**src/rtl/tt_pkg.sv**
```systemverilog
// -----------------------------------------------------------------------------
// tt_pkg
// Shared types and helpers for the truth-table term extractor.
//   state_t        : extractor FSM states (IDLE, SCAN, DONE)
//   N_VARS_DEFAULT : default number of input variables
//   tt_w(n)        : truth-table width for n variables (1 << n)
// -----------------------------------------------------------------------------
package tt_pkg;

  typedef enum logic [1:0] {
    IDLE = 2'd0,
    SCAN = 2'd1,
    DONE = 2'd2
  } state_t;

  localparam int N_VARS_DEFAULT = 4;

  function automatic int tt_w(input int n);
    return 1 << n;
  endfunction

endpackage

```
**src/rtl/tt_upper_ones_detect.sv**
```systemverilog
// -----------------------------------------------------------------------------
// tt_upper_ones_detect
// Combinational: reports whether every truth-table bit strictly above row idx
// is one, i.e. no further term exists above idx. True at idx = TT_W-1.
// Ports:
//   tt         in  TT_W    truth table (already polarity-adjusted by caller)
//   idx        in  N_VARS  current row index
//   upper_ones out 1       all bits above idx are one
// -----------------------------------------------------------------------------
module tt_upper_ones_detect
  import tt_pkg::*;
#(
  parameter int N_VARS = N_VARS_DEFAULT
) (
  input  logic [tt_w(N_VARS)-1:0] tt,
  input  logic [N_VARS-1:0]       idx,
  output logic                    upper_ones
);

  localparam int TT_W = tt_w(N_VARS);

  // Mask of rows strictly above idx: all ones shifted left by idx+1.
  // At idx = TT_W-1 the mask is empty, so the result is trivially true.
  logic [TT_W-1:0] above_mask;
  logic [TT_W-1:0] bit_ok;

  assign above_mask = ({TT_W{1'b1}} << idx) << 1;

  for (genvar gi = 0; gi < TT_W; gi++) begin : g_bit_ok
    assign bit_ok[gi] = tt[gi] | ~above_mask[gi];
  end

  assign upper_ones = &bit_ok;

endmodule

```
**src/rtl/truth_table_pos_extractor.sv**
```systemverilog
// -----------------------------------------------------------------------------
// truth_table_pos_extractor
// Loads a TT_W-bit truth table on start and streams out the row indices where
// F=0 (maxterms, canonical POS list) one per handshake, lowest row first.
// Optional build macro MINTERM_MODE_EN adds a sop_mode input, latched at start;
// when latched high the rows where F=1 (minterms) are emitted instead.
// Ports:
//   clk        in  1         rising-edge clock
//   reset_n    in  1         asynchronous active-low reset
//   start      in  1         load tt_in and begin a scan (IDLE only)
//   tt_in      in  TT_W      truth table, bit i = F(row i)
//   sop_mode   in  1         (MINTERM_MODE_EN only) emit minterms when high
//   busy       out 1         high in SCAN and DONE
//   term_valid out 1         term_idx holds a term
//   term_ready in  1         consumer accepts term on valid & ready
//   term_idx   out N_VARS    term row index
//   term_last  out 1         no further term above term_idx
//   done       out 1         one-cycle pulse at end of scan
//   term_count out N_VARS+1  terms accepted in current/last scan
// -----------------------------------------------------------------------------
module truth_table_pos_extractor
  import tt_pkg::*;
#(
  parameter int N_VARS = N_VARS_DEFAULT
) (
  input  logic                    clk,
  input  logic                    reset_n,
  input  logic                    start,
  input  logic [tt_w(N_VARS)-1:0] tt_in,
`ifdef MINTERM_MODE_EN
  input  logic                    sop_mode,
`endif
  output logic                    busy,
  output logic                    term_valid,
  input  logic                    term_ready,
  output logic [N_VARS-1:0]       term_idx,
  output logic                    term_last,
  output logic                    done,
  output logic [N_VARS:0]         term_count
);

  localparam int TT_W = tt_w(N_VARS);

  state_t              state_reg;
  logic [N_VARS-1:0]   idx_reg;
  logic [TT_W-1:0]     tt_reg;
  logic [N_VARS:0]     term_count_reg;

  // eff_tt is the table in "emit where zero" polarity, so the rest of the
  // datapath is identical for maxterm and minterm extraction.
  logic [TT_W-1:0]     eff_tt;

`ifdef MINTERM_MODE_EN
  logic sop_mode_reg;

  always_ff @(posedge clk or negedge reset_n) begin
    if (!reset_n) begin
      sop_mode_reg <= 1'b0;
    end else if (state_reg == IDLE && start) begin
      sop_mode_reg <= sop_mode;
    end
  end

  assign eff_tt = sop_mode_reg ? ~tt_reg : tt_reg;
`else
  assign eff_tt = tt_reg;
`endif

  logic row_is_term;
  logic idx_at_end;
  logic advance;
  logic upper_ones;

  assign row_is_term = ~eff_tt[idx_reg];
  assign idx_at_end  = (idx_reg == N_VARS'(TT_W - 1));
  // A row is consumed either by skipping it (not a term) or by a handshake.
  assign advance     = (state_reg == SCAN) && (!row_is_term || term_ready);

  always_ff @(posedge clk or negedge reset_n) begin
    if (!reset_n) begin
      state_reg      <= IDLE;
      idx_reg        <= '0;
      tt_reg         <= '0;
      term_count_reg <= '0;
    end else begin
      case (state_reg)
        IDLE: begin
          if (start) begin
            tt_reg         <= tt_in;
            idx_reg        <= '0;
            term_count_reg <= '0;
            state_reg      <= SCAN;
          end
        end
        SCAN: begin
          if (row_is_term && term_ready) begin
            term_count_reg <= term_count_reg + (N_VARS + 1)'(1);
          end
          if (advance) begin
            // idx never wraps: the last row hands over to DONE instead.
            if (idx_at_end) begin
              state_reg <= DONE;
            end else begin
              idx_reg <= idx_reg + N_VARS'(1);
            end
          end
        end
        DONE: begin
          state_reg <= IDLE;
        end
        default: begin
          state_reg <= IDLE;
        end
      endcase
    end
  end

  tt_upper_ones_detect #(
    .N_VARS (N_VARS)
  ) u_upper_ones (
    .tt         (eff_tt),
    .idx        (idx_reg),
    .upper_ones (upper_ones)
  );

  assign busy       = (state_reg == SCAN) || (state_reg == DONE);
  assign done       = (state_reg == DONE);
  assign term_valid = (state_reg == SCAN) && row_is_term;
  assign term_idx   = term_valid ? idx_reg : '0;
  assign term_last  = term_valid && upper_ones;
  assign term_count = term_count_reg;

endmodule

```
**config.mk**
```make
export PLATFORM = sky130hd
export DESIGN_NAME = truth_table_pos_extractor
export DESIGN_NICKNAME = d
export VERILOG_FILES = /design/src/rtl/tt_pkg.sv /design/src/rtl/tt_upper_ones_detect.sv /design/src/rtl/truth_table_pos_extractor.sv
export SDC_FILE = /design/constraint.sdc
export NUM_CORES = 1
export LEC_CHECK = 0
export BUFFER_PORTS_ARGS = -buffer_cell sky130_fd_sc_hd__clkbuf_2
export CAP_MARGIN = 25
export CORE_MARGIN = 5
export CORE_UTILIZATION = 45
export CTS_BUF_LIST = sky130_fd_sc_hd__clkbuf_4 sky130_fd_sc_hd__clkbuf_8 sky130_fd_sc_hd__clkbuf_16
export DETAILED_ROUTE_END_ITERATION = 6
export GPL_TIMING_DRIVEN = 0
export PLACE_DENSITY_LB_ADDON = 0.15
export SLEW_MARGIN = 20
export SYNTH_ARGS = -nofsm -noshare
export SYNTH_HDL_FRONTEND = slang
export SYNTH_SLANG_ARGS = --single-unit
```
**constraint.sdc**
```tcl
create_clock -name clk -period 3.25 [get_ports clk]
set_clock_uncertainty 0.15 [all_clocks]
set_input_delay 0.65 -clock clk [delete_from_list [all_inputs] [get_ports clk]]
set_output_delay 0.65 -clock clk [all_outputs]
set_load 0.1 [all_outputs]
```
# [Yosys cells after proc, flatten, opt, wreduce, memory -nomap -nowiden]
# Index checks and enable logic that the tools add are counted.
# W data, S select, Z words.
[classes] n_lt_le_gt_ge=1 n_bitwise=31 addsub=2 muxes=14 n_reduce_logical=13 n_shift=1 eq_ne=8
[ops] operator="$mux W4" n=4
[ops] operator="$not A1 Y1" n=16
[ops] operator="$shl A16 B4 Y15 const A" n=1
[ops] operator="$or A1 B1 Y1" n=15
[ops] operator="$reduce_and A15 Y1" n=1
[ops] operator="$mux W5" n=2
[ops] operator="$ne A2 B2 Y1 const B" n=5
[ops] operator="$pmux W5 S2" n=1
[ops] operator="$pmux W4 S2" n=1
[ops] operator="$mux W2" n=3
[ops] operator="$reduce_and A3 Y1" n=2
[ops] operator="$add A5 B1 Y5 const B" n=1
[ops] operator="$lt A4 B5 Y1 const B" n=1
[ops] operator="$add A4 B1 Y4 const B" n=1
[ops] operator="$bmux W1 S4" n=1
[ops] operator="$eq A4 B4 Y1 const B" n=1
[ops] operator="$logic_and A1 B1 Y1" n=4
[ops] operator="$pmux W2 S2" n=1
[ops] operator="$reduce_and A4 Y1" n=1
[ops] operator="$eq A2 B1 Y1 const B" n=1
[ops] operator="$eq A2 B2 Y1 const B" n=1
[ops] operator="$logic_not A2 Y1" n=1
[ops] operator="$logic_or A1 B1 Y1" n=2
[ops] operator="$reduce_and A2 Y1" n=1
[ops] operator="other kinds (2)" n=2
[totals] regBits=27 wordCells=74

# [Depth between registers and ports, before layout]
# Gate-level depths: netlist of the first run.
[depth] word_depth=6 depth_mapped=9 ltp_nobuf=8

# [Modules after synthesis]
# From an unflattened synthesis of the first run, not the netlist that was laid out.
[unflattened] cells_unflattened=162 area_unflattened_um2=1720.4
[by_module_without_submodules] module="truth_table_pos_extractor" n_inst=1 area_per_inst_um2=1576.5 cells_per_inst=139 seq_area_each_um2=675.6
[by_module_without_submodules] module="tt_upper_ones_detect" n_inst=1 area_per_inst_um2=143.9 cells_per_inst=23 seq_area_each_um2=0.0

# [Worst setup path after synthesis of the first run]
# Ideal clock, no wire load.
[synth_path] path_type="reg2out" startpoint="register idx_reg[0]" endpoint="output term_last" stages_incl_launch_ff=7 n_path_buf=1 slack_ps=-349 required_ps=2450 arrival_ps=2799 path_cell_list="dfrtp_1 buf_6 mux4_2 mux2_4 nand2_8 nand3_4 nor2_1"
[synth_between] elab_chain_cells=5 word_cells_on_any_way=37 cone_classes="shift (1); mux (2); bitwise (31); reduce/logical (3)"
[synth_lines] element="from (decl)" line_no="truth_table_pos_extractor.sv:45" text="logic [N_VARS-1:0] idx_reg;"
[synth_lines] element="from (signal assigned)" line_no="truth_table_pos_extractor.sv:104" text="idx_reg <= idx_reg + N_VARS'(1);"
[synth_lines] element="$shl A16 B4 Y15 / $bmux W1 S4 (equally long branches)" line_no="tt_upper_ones_detect.sv:27, truth_table_pos_extractor.sv:74"
[synth_lines] element="$not A1 Y1 / $mux W1 (equally long branches)" line_no="tt_upper_ones_detect.sv:30, truth_table_pos_extractor.sv:74"
[synth_lines] element="$or A1 B1 Y1 / $not A1 Y1 (equally long branches)" line_no="tt_upper_ones_detect.sv:30, truth_table_pos_extractor.sv:74"
[synth_lines] element="$reduce_and A15 Y1 / $logic_and A1 B1 Y1 (equally long branches)" line_no="tt_upper_ones_detect.sv:33, truth_table_pos_extractor.sv:128"
[synth_lines] element="$logic_and A1 B1 Y1 *" line_no="truth_table_pos_extractor.sv:130" text="assign term_last = term_valid && upper_ones;"
[synth_lines] element="to (decl)" line_no="truth_table_pos_extractor.sv:37" text="output logic term_last,"
# Mark *: on every way between the ends. The rest lies on a longest branch, timed or not. The select of a mux whose other input is x is not followed.

# [Worst setup path in the final report of the first run]
# Same ends and word-level chain as after synthesis.

==> results of run 1 <==
-- final cells by class --
cell class                 count  area, µm²  area share
inverter                      11       41.3      0.0202
tap                           48       60.1      0.0294
buffer                         7       57.6      0.0281
clock buffer                   4       48.8      0.0239
sequential                    27        677       0.331
timing repair buffer          32        209       0.102
multi-input combinational    126        952       0.465
-- metrics by stage --
step	power (mW)	instance area (µm²)	cells
after CTS	1.98	2010	255
after detailed placement	1.77	1940	251
final	1.99	2050	255
after floorplan	1.53	1720	171
after global placement	1.73	1940	251
after global routing	2.13	2050	255
-- power groups by stage --
| stage | sequential, mW | combinational (mW) | clock, mW |
|---|---|---|---|
| CTS | 0.616 | 1.16 | 0.209 |
| floorplan | 0.689 | 0.840 | 0 |
| global placement | 0.611 | 1.12 | 0 |
| detailed placement | 0.624 | 1.14 | 0 |
| finish | 0.616 | 1.17 | 0.199 |
| global route | 0.642 | 1.27 | 0.215 |
-- cells in the mapped netlist --
master / number / area share
a21oi_1: 10 / 0.029
a221o_1: 1 / 0.0058
a22o_1: 1 / 0.0051
a22o_2: 2 / 0.012
a22oi_1: 1 / 0.0044
a31o_2: 1 / 0.0051
a31oi_1: 1 / 0.0036
a41oi_1: 1 / 0.0051
and3_1: 3 / 0.011
buf_6: 1 / 0.0066
clkbuf_1: 3 / 0.0066
clkbuf_4: 1 / 0.0044
clkbuf_8: 2 / 0.016
dfrtp_1: 27 / 0.39
ha_1: 7 / 0.051
inv_1: 11 / 0.024
maj3_1: 1 / 0.0058
mux2_2: 16 / 0.10
mux2_4: 1 / 0.0087
mux2i_1: 4 / 0.023
mux4_2: 2 / 0.026
nand2_1: 11 / 0.024
nand2_8: 1 / 0.012
nand2b_1: 2 / 0.0073
nand3_1: 11 / 0.032
nand3_4: 2 / 0.020
nand3b_1: 1 / 0.0044
nand4_1: 4 / 0.015
nor2_1: 13 / 0.028
nor2b_1: 1 / 0.0036
nor3_1: 6 / 0.017
o211ai_1: 4 / 0.017
o21ai_0: 9 / 0.026
o21bai_1: 1 / 0.0044
o22ai_1: 2 / 0.0073
o31a_1: 1 / 0.0051
or3_2: 1 / 0.0044
or4_1: 3 / 0.013
or4b_1: 1 / 0.0058
-- metal layers --
metal	global-route usage	up-vias
li1	-	698
met1	0.215	676
met2	0.250	30
met3	0.0266	4
met4	0.0376	0
met5	0	-
-- worst max-delay path, delay by kind of cell, from the launching register on --
kind	cells	cell delay [ns]
buffers and inverters	2	0.37
DFF	1	0.40
muxes	2	0.86
and+or+nand+nor	3	0.44
-- logic make-up after synthesis --
family	after synthesis
AO/OA/AOI/OAI	35
adder cells (fa/ha/maj)	8
buffers and inverters	18
flip-flops	27
multiplexers	23
AND/OR/NAND/NOR	60
-- repair_timing --
item,CTS,global route
gates resized for setup,6,16
hold endpoints to repair,0,0
endpoints found under the setup margin,5,5
setup buffers,0,0
-- cell usage in the layout (no fill, tap or decap), types with 5 or more instances in the layout --
master / instances
nand3_1: 11
nor3_1: 6
o21ai_0: 9
clkbuf_8: 5
ha_1: 7
nand2_1: 11
mux2_2: 16
dfrtp_1: 26
inv_1: 11
a21oi_1: 10
clkbuf_2: 27
nor2_1: 9
-- worst max path at each step --
stage               cells past startpoint           to  slack [ns]
floorplan                               6  term_idx[0]       -0.34
global placement                       10    term_last        0.21
detailed placement                      7  term_idx[0]        0.18
CTS                                     7  term_idx[3]       0.009
global route                            7  term_idx[0]       -0.03
finish                                  7    term_last        0.09
==> results.sh, run 1 <==
export IMPL_drc_errors=0
export IMPL_place_gp_congestion=0.885
export IMPL_start_kind="register"
export IMPL_ant_nets=0
export IMPL_pwr_share_comb=0.590
export IMPL_wl_mm=3.86
export IMPL_cp_slowest_stage_delay_ns=0.53
export IMPL_seq_area_frac_synth=0.394
export IMPL_leakage_nw=0.914
export IMPL_routedWlPerCell_um=15.1
export IMPL_p_int_mw=1.01
export IMPL_port_buffers=32
export IMPL_ys_types=39
export IMPL_slew_violations=0
export IMPL_seq_power_share=0.310
export IMPL_syn_area_per_cell_um2=10.0
export IMPL_clkTransAtPathRegs_ns=0.09
export IMPL_grt_remaining_overflow=0
export IMPL_routedLengthMet1_mm=1.79
export IMPL_finalNetCount=235
export IMPL_synthMuxAreaShare=0.163
export IMPL_cp_required_ns=2.45
export IMPL_hp_class="primary input to async pin"
export IMPL_tightest_slew_ns=0.699
export IMPL_synth_seq_cells=27
export IMPL_io_pins=33
export IMPL_cts_root_buffer="clkbuf_8"
export IMPL_finalHoldWorstSlack_ns=0.250
export IMPL_synth_cell_area_mm2=0.00172
export IMPL_relSlewSlack=0.534
export IMPL_synthAdderAreaFrac=0.0569
export IMPL_crit_arrival_ns=2.36
export IMPL_crit_path_cell_trace="buf_6, mux4_2, mux2_4, nand2_8, nand3_4, nor2_2, buf_12"
export IMPL_maxCapViolCount=0
export IMPL_wl_met3_um=145
export IMPL_period_share=0.972
export IMPL_cts_tree="built"
export IMPL_top_layer="met4"
export IMPL_hold_violations=0
export IMPL_post_dp_hpwl_mm=2.94
export IMPL_setup_viol=0
export IMPL_final_util=0.555
export IMPL_critPathMaxFanout=10
export IMPL_end_kind="output port"
export IMPL_clock_sinks=27
export IMPL_cp_startpoint="idx_reg[0]"
export IMPL_peakVddDrop_uv=443
export IMPL_synth_compound_area_frac=0.130
export IMPL_cts_inserted_buffers=3
export IMPL_vias_per_cell=5.52
export IMPL_clock_path_buffers=2
export IMPL_coreArea_mm2=0.00369
export IMPL_grt_usage=0.155
export IMPL_fill_cells=349
export IMPL_synth_nets=198
export IMPL_powerDensity_mw_per_mm2=973
export IMPL_drt_iter0_markers=72
export IMPL_via_count=1408
export IMPL_worstSetupPathType="register to output port"
export IMPL_grt_pass1_wl_mm=6.34
export IMPL_grt_pass1_vias=1364
export IMPL_rsz0062_at_grt="yes"
export IMPL_synthSimpleGateAreaFrac=0.198
export IMPL_ff2ff_setup_slack_ns=0.73
export IMPL_clock_latency_ns=0.27
export IMPL_reg2reg_depth=7
export IMPL_yosys_warnings=0
export IMPL_initial_core_util=0.465
export IMPL_worst_slack_ns=0.0899
export IMPL_fin_tns_setup_ns=0
export IMPL_r2r_start="idx_reg[0]"
export IMPL_crit_path_top_delay_cell="mux4_2"
export IMPL_rows=22
export IMPL_synth_top_family_by_area="simple AND/OR/NAND/NOR gates"
export IMPL_synth_xor_area_share=0
export IMPL_p_sw_mw=0.982
export IMPL_wl_met2_mm=1.89
export IMPL_fp_dieW_um=71.8
export IMPL_layout_drive_gt1_share=0.343
export IMPL_cts_hold_buf=0
export IMPL_dp_slack_ns=0.178
export IMPL_syn_inst=171
export IMPL_clkPwrFrac=0.100
export IMPL_ctsHtreeMaxLevel=1
export IMPL_r2r_end="term_count[4]"
export IMPL_antenna_found_initial=0
export IMPL_dr_pass1_iters=4
export IMPL_outcome="finished clean"
export IMPL_fmax_mhz=316
export IMPL_largest_register_ffs=16
export IMPL_syn_to_final_growth_pct=19.2
export IMPL_n_antenna_cell=0
export IMPL_die_area_mm2=0.00515
export IMPL_swShare=0.493
export IMPL_grt_max_degree=28
export IMPL_post_route_min_period_ns=3.16
export IMPL_die_h_um=71.8
(Power assumes the default switching activity.)
==> run 2, diff against run 1 <==
--- a/config.mk
+++ b/config.mk
@@ -8,11 +8,11 @@
 export BUFFER_PORTS_ARGS = -buffer_cell sky130_fd_sc_hd__clkbuf_2
 export CAP_MARGIN = 25
 export CORE_MARGIN = 5
-export CORE_UTILIZATION = 45
+export CORE_UTILIZATION = 55
 export CTS_BUF_LIST = sky130_fd_sc_hd__clkbuf_4 sky130_fd_sc_hd__clkbuf_8 sky130_fd_sc_hd__clkbuf_16
 export DETAILED_ROUTE_END_ITERATION = 6
 export GPL_TIMING_DRIVEN = 0
-export PLACE_DENSITY_LB_ADDON = 0.15
+export PLACE_DENSITY = 0.84
 export SLEW_MARGIN = 20
 export SYNTH_ARGS = -nofsm -noshare
 export SYNTH_HDL_FRONTEND = slang
==> run 2 against run 1 <==
  * Setup slack got worse by 0.019 ns
  * Global-route usage increased by 3.2 points
  * Total power decreased by 0.62%
  * Sequential power decreased by 1%
  * Critical path type unchanged
==> results.sh, run 2 (synthesis results as in run 1) <==
export IMPL_slew_violations=0
export IMPL_critPathMaxFanout=10
export IMPL_cp_required_ns=2.45
export IMPL_wl_mm=3.80
export IMPL_ant_nets=0
export IMPL_p_int_mw=0.985
export IMPL_cts_inserted_buffers=3
export IMPL_finalHoldWorstSlack_ns=0.177
export IMPL_r2r_end="term_count[3]"
export IMPL_routedWlPerCell_um=14.8
export IMPL_die_area_mm2=0.00434
export IMPL_drc_errors=0
export IMPL_leakage_nw=0.936
export IMPL_grt_usage=0.187
export IMPL_end_kind="output port"
export IMPL_grt_max_degree=28
export IMPL_finalNetCount=241
export IMPL_cts_root_buffer="clkbuf_4"
export IMPL_swShare=0.502
export IMPL_ff2ff_setup_slack_ns=0.77
export IMPL_relSlewSlack=0.541
export IMPL_antenna_found_initial=0
export IMPL_place_gp_congestion=0.866
export IMPL_ctsHtreeMaxLevel=1
export IMPL_maxCapViolCount=0
export IMPL_worst_slack_ns=0.0712
export IMPL_final_cell_mix="27 x dfrtp_1, 27 x clkbuf_2, 16 x mux2_2, 12 x nor2_1"
export IMPL_rsz0062_at_grt="yes"
export IMPL_clock_path_buffers=2
export IMPL_power_mw=1.98
export IMPL_seq_power_share=0.308
export IMPL_grt_pass1_vias=1430
export IMPL_rows=20
export IMPL_coreArea_mm2=0.00303
export IMPL_post_route_min_period_ns=3.18
export IMPL_fmax_mhz=315
export IMPL_io_pins=33
export IMPL_setup_viol=0
export IMPL_powerDensity_mw_per_mm2=963
export IMPL_peakVddDrop_uv=388
export IMPL_initial_core_util=0.567
export IMPL_cts_tree="built"
export IMPL_port_buffers=32
export IMPL_clock_sinks=27
export IMPL_p_sw_mw=0.992
export IMPL_postPlaceCellArea_mm2=0.00193
export IMPL_post_dp_hpwl_mm=2.79
export IMPL_via_count=1472
export IMPL_r2r_start="idx_reg[0]"
export IMPL_drt_iter0_markers=137
export IMPL_tightest_slew_ns=0.688
export IMPL_clock_latency_ns=0.33
export IMPL_final_area_mm2=0.00205
export IMPL_worstSetupPathType="register to output port"
export IMPL_hold_violations=0
export IMPL_clkPwrFrac=0.076
export IMPL_crit_arrival_ns=2.38
export IMPL_hp_class="primary input to async pin"
export IMPL_grt_remaining_overflow=0
export IMPL_largest_register_ffs=16
export IMPL_fp_dieW_um=65.9
export IMPL_cts_hold_buf=0
export IMPL_period_share=0.978
export IMPL_vias_per_cell=5.73
export IMPL_fill_cells=246
export IMPL_start_kind="register"
export IMPL_clkTransAtPathRegs_ns=0.15
export IMPL_dp_slack_ns=0.143
export IMPL_die_h_um=65.9
export IMPL_pwr_share_comb=0.616
export IMPL_layout_drive_gt1_share=0.352
export IMPL_syn_to_final_growth_pct=19.6
export IMPL_outcome="finished clean"
export IMPL_grt_pass1_wl_mm=6.35
export IMPL_reg2reg_depth=7
export IMPL_dr_pass1_iters=4
export IMPL_n_antenna_cell=0
[run 2: changes by cell type in the layout (fill, tap and decap cells not counted), sizes merged]
cell    change
clkbuf      +1
buf         +4
clkinv      +1
[run 2: timing repair]
item,4_1_cts,5_1_grt
gates resized for setup,8,7
buffers inserted,2,4
endpoints found under the setup margin,5,5
pin swaps,0,2
[run 2: worst max-delay path, cell delays in order (launching register included)]
cell and delay [ns]:
dfrtp_1 0.40, buf_6 0.16, mux4_2 0.51, mux2_4 0.33, nand2_8 0.10, nand3_4 0.12, nor2_1 0.16, clkbuf_8 0.26
[run 2: per-layer routing]
metal	GRT usage	vias to the layer above	share of wire
met2	0.318	55	0.50
met5	0	-	0
met3	0.0306	5	0.074
li1	-	705	-
met1	0.244	707	0.41
met4	0.0518	0	0.0095
[run 2: power by group through the flow]
stage               combinational [mW]  sequential (mW)  clock [mW]
finish                            1.22            0.610       0.150
global route                      1.31            0.630       0.168
CTS                               1.17            0.604       0.156
detailed placement                1.14            0.619           0
global placement                  1.11            0.611           0
floorplan                        0.840            0.689           0
[run 2: worst max-delay path by stage]
stage / startpoint / endpoint / slack [ns] / cells after the start
3_5_place_dp: idx_reg[0] / term_last / 0.14 / 10
6_report: idx_reg[0] / term_idx[1] / 0.07 / 7
2_1_floorplan: idx_reg[0] / term_idx[0] / -0.34 / 6
4_1_cts: idx_reg[0] / term_last / 0.01 / 10
5_1_grt: idx_reg[0] / term_idx[1] / -0.01 / 7
3_3_place_gp: idx_reg[0] / term_last / 0.14 / 10
[run 2: per-stage QoR]
step,setup TNS (ns),utilization,std cells
after floorplan,-1.17,-,171
after global placement,0,0.639,247
after detailed placement,0,0.639,247
after CTS,0,0.663,253
after global routing,-0.0161,0.678,257
final,0,0.678,257
[run 2: cell type report]
type                    count  area (µm²)  area share
flip-flops and latches     27         676       0.329
clock inverters             1        5.00     0.00244
well taps                  44        55.1      0.0268
repair buffers             38         246       0.120
plain buffers               7        57.6      0.0280
multi-input cells         126         950       0.463
clock buffers               3        22.5      0.0110
inverters                  11        41.3      0.0201
